## config.mk

```make
export PLATFORM = sky130hd
export DESIGN_NAME = fp_addsub_pipe
export DESIGN_NICKNAME = d
export VERILOG_FILES = /design/src/rtl/fp_addsub_pipe.sv
export SDC_FILE = /design/constraint.sdc
export NUM_CORES = 1
export LEC_CHECK = 0
export CAP_MARGIN = 10
export CORE_UTILIZATION = 24
export CTS_CLUSTER_DIAMETER = 40
export DETAILED_ROUTE_END_ITERATION = 8
export PLACE_DENSITY_LB_ADDON = 0.05
export SLEW_MARGIN = 25
export SYNTH_ARGS = -nofsm -noshare
export SYNTH_HDL_FRONTEND = slang
export SYNTH_SLANG_ARGS = --single-unit
```

## constraint.sdc

```tcl
create_clock -name clk -period 5.4 [get_ports clk]
set_clock_uncertainty 0.15 [all_clocks]
set_input_delay 1.35 -clock clk [delete_from_list [all_inputs] [get_ports clk]]
set_output_delay 1.35 -clock clk [all_outputs]
set_load 0.02 [all_outputs]
```

## src/rtl/fp_addsub_pipe.sv

```systemverilog
// Three-stage pipelined floating-point adder/subtractor with valid/ready flow control.
// Subnormal results are flushed to zero; an all-ones exponent operand forces the exception code.
module fp_addsub_pipe #(
  parameter int EXP_W = 8,
  parameter int MAN_W = 10
) (
  input  logic                   clk,
  input  logic                   rst,
  input  logic                   in_valid,
  output logic                   in_ready,
  input  logic [EXP_W+MAN_W:0]   a,
  input  logic [EXP_W+MAN_W:0]   b,
  input  logic                   isSub,
  output logic                   out_valid,
  input  logic                   out_ready,
  output logic [EXP_W+MAN_W:0]   result,
  output logic                   exception,
  output logic                   overflow,
  output logic                   underflow
);

  localparam int AW = MAN_W + 3;
  localparam int SW = MAN_W + 5;
  localparam int LW = $clog2(SW);
  localparam int XW = EXP_W + 2;
  localparam logic [XW-1:0] EMAX = XW'((1 << EXP_W) - 1);

  logic adv;
  assign adv      = !out_valid || out_ready;
  assign in_ready = adv;

  // ---------------- S1: swap and align ----------------
  logic               sa, sb;
  logic [EXP_W-1:0]   ea, eb;
  logic [MAN_W-1:0]   ma, mb;
  assign {sa, ea, ma} = a;
  assign {sb, eb, mb} = b;

  logic               swap, sign_c, sub_c, exc_c, st_c;
  logic [EXP_W-1:0]   e_big, e_sml, e_big_eff, e_sml_eff, diff;
  logic [AW-1:0]      m_big_x, m_sml_x, m_aln;
  logic [2*AW-1:0]    shv;

  always_comb begin
    swap      = {eb, mb} > {ea, ma};
    e_big     = swap ? eb : ea;
    e_sml     = swap ? ea : eb;
    m_big_x   = {|e_big, (swap ? mb : ma), 2'b00};
    m_sml_x   = {|e_sml, (swap ? ma : mb), 2'b00};
    e_big_eff = (e_big == '0) ? EXP_W'(1) : e_big;
    e_sml_eff = (e_sml == '0) ? EXP_W'(1) : e_sml;
    diff      = e_big_eff - e_sml_eff;
    // Upper half is the aligned mantissa, lower half collects shifted-out bits for sticky.
    shv       = {m_sml_x, {AW{1'b0}}} >> diff;
    if (32'(diff) >= AW) begin
      m_aln = '0;
      st_c  = |m_sml_x;
    end else begin
      m_aln = shv[2*AW-1:AW];
      st_c  = |shv[AW-1:0];
    end
    sub_c  = sa ^ sb ^ isSub;
    sign_c = swap ? (sb ^ isSub) : sa;
    exc_c  = (&ea) | (&eb);
  end

  logic               s1_v, s1_sign, s1_sub, s1_exc, s1_st;
  logic [EXP_W-1:0]   s1_exp;
  logic [AW-1:0]      s1_ma, s1_mb;

  always_ff @(posedge clk or posedge rst) begin
    if (rst) begin
      s1_v    <= 1'b0;
      s1_sign <= 1'b0;
      s1_sub  <= 1'b0;
      s1_exc  <= 1'b0;
      s1_st   <= 1'b0;
      s1_exp  <= '0;
      s1_ma   <= '0;
      s1_mb   <= '0;
    end else if (adv) begin
      s1_v    <= in_valid;
      s1_sign <= sign_c;
      s1_sub  <= sub_c;
      s1_exc  <= exc_c;
      s1_st   <= st_c;
      s1_exp  <= e_big_eff;
      s1_ma   <= m_big_x;
      s1_mb   <= m_aln;
    end
  end

  // ---------------- S2: mantissa add / subtract ----------------
  logic [SW-1:0] op_a, op_b, m_c;
  assign op_a = {1'b0, s1_ma, 1'b0};
  assign op_b = {1'b0, s1_mb, s1_st};
  assign m_c  = s1_sub ? (op_a - op_b) : (op_a + op_b);

  logic               s2_v, s2_sign, s2_exc;
  logic [EXP_W-1:0]   s2_exp;
  logic [SW-1:0]      s2_m;

  always_ff @(posedge clk or posedge rst) begin
    if (rst) begin
      s2_v    <= 1'b0;
      s2_sign <= 1'b0;
      s2_exc  <= 1'b0;
      s2_exp  <= '0;
      s2_m    <= '0;
    end else if (adv) begin
      s2_v    <= s1_v;
      s2_sign <= s1_sign;
      s2_exc  <= s1_exc;
      s2_exp  <= s1_exp;
      s2_m    <= m_c;
    end
  end

  // ---------------- S3: normalise, round, pack ----------------
  logic [LW-1:0]        lzc;
  logic [SW-2:0]        nv;
  logic [XW-1:0]        exp_n, exp_f;
  logic [MAN_W+1:0]     mr;
  logic [MAN_W-1:0]     man_f;
  logic                 rnd, uf_c, ov_c, exc_o, ov_o, uf_o;
  logic [EXP_W+MAN_W:0] res_c;

  always_comb begin
    lzc = LW'(SW - 1);
    for (int unsigned i = 0; i < SW - 1; i++) begin
      if (s2_m[i]) lzc = LW'(SW - 2 - i);
    end
    if (s2_m[SW-1]) begin
      nv    = {s2_m[SW-1:2], s2_m[1] | s2_m[0]};
      exp_n = XW'(s2_exp) + XW'(1);
    end else begin
      nv    = s2_m[SW-2:0] << lzc;
      exp_n = XW'(s2_exp) - XW'(lzc);
    end
    uf_c  = exp_n[XW-1] || (exp_n == '0);
    rnd   = nv[2] & (nv[1] | nv[0] | nv[3]);
    mr    = {1'b0, nv[SW-2:3]} + (MAN_W+2)'(rnd);
    exp_f = mr[MAN_W+1] ? exp_n + XW'(1) : exp_n;
    man_f = mr[MAN_W+1] ? mr[MAN_W:1] : mr[MAN_W-1:0];
    ov_c  = exp_f >= EMAX;

    res_c = '0;
    exc_o = 1'b0;
    ov_o  = 1'b0;
    uf_o  = 1'b0;
    if (s2_exc) begin
      res_c = {1'b0, {EXP_W{1'b1}}, {MAN_W{1'b0}}};
      exc_o = 1'b1;
    end else if (s2_m == '0) begin
      res_c = '0;
    end else if (uf_c) begin
      res_c = {s2_sign, {(EXP_W+MAN_W){1'b0}}};
      uf_o  = 1'b1;
    end else if (ov_c) begin
      res_c = {s2_sign, {EXP_W{1'b1}}, {MAN_W{1'b0}}};
      ov_o  = 1'b1;
    end else begin
      res_c = {s2_sign, exp_f[EXP_W-1:0], man_f};
    end
  end

  always_ff @(posedge clk or posedge rst) begin
    if (rst) begin
      out_valid <= 1'b0;
      result    <= '0;
      exception <= 1'b0;
      overflow  <= 1'b0;
      underflow <= 1'b0;
    end else if (adv) begin
      out_valid <= s2_v;
      result    <= s2_v ? res_c : '0;
      exception <= s2_v & exc_o;
      overflow  <= s2_v & ov_o;
      underflow <= s2_v & uf_o;
    end
  end

endmodule

```

==> results.py, run 1 <==
metrics = {
    "status": {
        "outcome": "finished with violations",
        "failed_checks": "negative setup slack",
    },
    "clocking": {
        "cts.sinks": 86,
        "cts_tree": "built",
        "clk_latency_ps": 360,
        "cts_max_level": 3,
        "cts_root_buf": "clkbuf_16",
        "cts_buffer_depth": 2,
        "cts_hold_buffers": 0,
        "cts_buffers": 9,
        "clk_pin_slew_worst_paths_ps": 70,
    },
    "sta": {
        "fin_ws_ps": -236,
        "post-route-period-util_pct": 104,
        "rsz0062_at_grt": "yes",
        "hold_ws_ps": 318,
        "fmax_ghz": 0.177,
        "final_max_slew_viol_count": 0,
        "maxSlewHeadroom_pct": 37.7,
        "hold_viol": 0,
        "setup_viol": 14,
        "worst_pin_slew_ps": 923,
        "fin_crit_ps": 5640,
    },
    "logic_synthesis": {
        "synth.distinct_cells": 90,
        "ys_async_sr_fraction_pct": 100,
        "ys_ff_latch": 86,
        "synth_nets": 1149,
        "synth_top_cell_area_share_pct": 25.9,
        "synth-warning-count": 0,
        "yosysTopAreaCell": "dfrtp_1",
        "yosys-top-cells-area": "dfrtp_1 (26%), ha_1 (8.6%), nand2_1 (6.8%)",
        "avgSynthCellArea_sq_um": 7.94,
        "ys_seq_area_share_pct": 25.9,
        "synth_ff_type": "dfrtp_1",
        "synth_area_sq_mm": 0.00831,
        "synth_edf_count": 0,
        "synth_cells": 1046,
    },
    "final_layout": {
        "final_area_sq_mm": 0.0119,
        "drive_gt1_share_pct": 31.0,
        "diodes": 0,
        "fin_util_pct": 35.1,
        "final_common_cell": "buf_4",
        "nFillCells": 3518,
        "syn_to_final_growth_pct": 42.8,
        "fin_cells": 1709,
        "final_cell_mix": "buf_4 (174), nand2_1 (138), nor2_1 (86), dfrtp_1 (86), a21oi_1 (53)",
        "nNetsFinal": 1359,
    },
    "setup_path": {
        "end_kind": "register",
        "path_class": "input pin to register",
        "cp.arrival_ps": 5730,
        "cp.required_ps": 5500,
        "start_kind": "input pin",
        "critPathMaxFanout": 7,
    },
    "power": {
        "ir_drop_mv": 0.171,
        "power_leakage_nw": 5.00,
        "power.density_mw_per_mm2": 466,
    },
    "global_route": {
        "track_usage_pct": 16.4,
        "antenna_found_initial": 0,
        "grt_max_degree": 64,
        "gr-total-overflow": 0,
        "grt_pass1_vias": 8417,
        "grt_pass1_wl_microns": 46300,
    },
    "job": {
        "drv_cap": 0,
    },
    "routing": {
        "routed_wl_microns": 28800,
        "drtAntennaViolNets": 0,
        "detail_route.vias_per_cell": 4.91,
        "dr.pass1.iters": 5,
        "wire_per_inst_microns": 16.9,
        "drtIter0Drc": 412,
        "drc": 0,
        "vias": 8384,
    },
    "floorplan": {
        "io_pins": 67,
        "placementRows": 67,
        "initial_utilization_pct": 24.6,
        "coreArea_sq_mm": 0.0338,
        "dieArea_sq_mm": 0.0354,
        "die_w_microns": 188,
        "die_h_microns": 188,
    },
    "place": {
        "dp.cells": 1670,
        "place_ws_ps": -1300,
        "hpwl_microns": 22700,
        "io_buffers": 66,
        "place_area_sq_mm": 0.0109,
        "place_congestion": 0.888,
    },
    "hold_path": {
        "holdCritPathClass": "register to register",
    },
}
cell usage after synthesis (all sizes together) (5+ instances only):
master / number
nand2: 151
nor2: 90
dfrtp: 86
inv: 71
o21ai: 59
ha: 57
a21oi: 56
clkbuf: 34
mux2i: 34
xnor2: 31
nor3: 29
nand3: 27
buf: 19
nor4: 19
a31oi: 18
nand4: 17
o211ai: 17
o22ai: 14
a211oi: 13
a22o: 12
o31ai: 12
xor2: 12
a21o: 10
nor2b: 10
o21bai: 9
nand2b: 8
o21a: 8
a2bb2oi: 7
mux2: 7
nand3b: 7
nor3b: 7
or2: 7
a21boi: 6
mux4: 5
or3: 5
area by class of cell:
class	instances	area [sq um]	share of cell area, %
sequential	86	2150	18.1
clock inverter	6	75.1	0.633
tap	448	561	4.72
multi-input combinational	834	6430	54.2
timing repair buffer	252	2110	17.7
clock buffer	10	239	2.01
inverter	73	303	2.55
layer usage:
layer  vias up  track usage (%)  share of wire (%)  wire (microns)
li1       4215                -                  -               -
met1      3972             21.4                 47           13500
met2       168             28.5                 49           14300
met3        29             1.89                2.2             623
met4         0             4.35                1.6             467
met5         -                0                  0               0
stage by stage:
step	TNS [ps]	power, mW
after detailed placement	-17400	4.72
final	-1880	5.52
after floorplan	-3290	3.48
after global placement	-15270	4.76
after CTS	-5780	5.46
after global routing	-4810	5.99
where the power goes:
group | internal [mW] | total [mW] | switching (mW) | leakage, nW
sequential | 0.837 | 1.11 | 0.268 | 1.07
clock | 0.379 | 0.670 | 0.291 | 0.152
combinational | 1.66 | 3.75 | 2.09 | 3.78
registers in the layout, summed over array words and instances, names as in the netlist, 8 cells and up:
| signal | cells |
|---|---|
| result | 19 |
| s1_ma | 11 |
| s1_exp | 8 |
| s2_m | 15 |
| s1_mb | 13 |
| s2_exp | 8 |
worst max-delay path: stages:
cell and delay (ps):
buf_8 80, inv_4 30, ha_4 240, nand4_1 120
buf_6 160, a211oi_4 160, nor3_2 80, buf_4 150
a21boi_4 160, o21ai_2 80, or3_1 330, o31ai_2 70
nand4_1 160, nor4_4 220, a211oi_2 80, ha_2 200
fa_2 400, nor2b_2 130, o21ai_2 80, a21o_1 200
a22oi_2 260, o22a_4 270, nor2_4 50, nand3_2 70
o31ai_4 70, a211oi_2 190, nand4_1 130, a41o_1 250
kinds of logic (layout without fill, tap and decap cells):
kind of cell / count (synthesis) / count (layout) / share of synthesized area, %
compound gates: 290 / 290 / 24.2
xor+xnor: 43 / 43 / 4.53
fa+ha+maj: 60 / 60 / 9.31
buf+inv: 126 / 341 / 6.03
flops: 86 / 86 / 25.9
mux: 46 / 46 / 6.49
simple gates: 395 / 395 / 23.6
path summary, 6_finish.rpt:
check	from	to	slack [ps]	cells past startpoint
worst max-delay path	a[6]	s1_st$_DFFE_PP0P_	-240	28
min in group asynchronous	rst	s2_m[0]$_DFFE_PP0P_	1270	2
worst max register to register	s2_m[12]$_DFFE_PP0P_	result[9]$_DFFE_PP0P_	590	18
worst min-delay path	s2_sign$_DFFE_PP0P_	s2_sign$_DFFE_PP0P_	320	2
worst min register to register	s2_sign$_DFFE_PP0P_	s2_sign$_DFFE_PP0P_	320	2
max in group asynchronous	rst	s1_mb[12]$_DFFE_PP0P_	3000	3
what timing repair did:
action                                  4_1_cts  5_1_grt
setup buffers                                14        8
endpoints found under the setup margin       14       14
resized for setup                           167      102
cloned                                        0        1
pin swaps                                    39       48
(Power assumes the default switching activity.)
==> run 2: changes to the inputs <==
- CTS_CLUSTER_SIZE: not set -> 14
==> results of run 2 <==
Same layout as run 1: the final DEF is identical, and so are final timing and power.
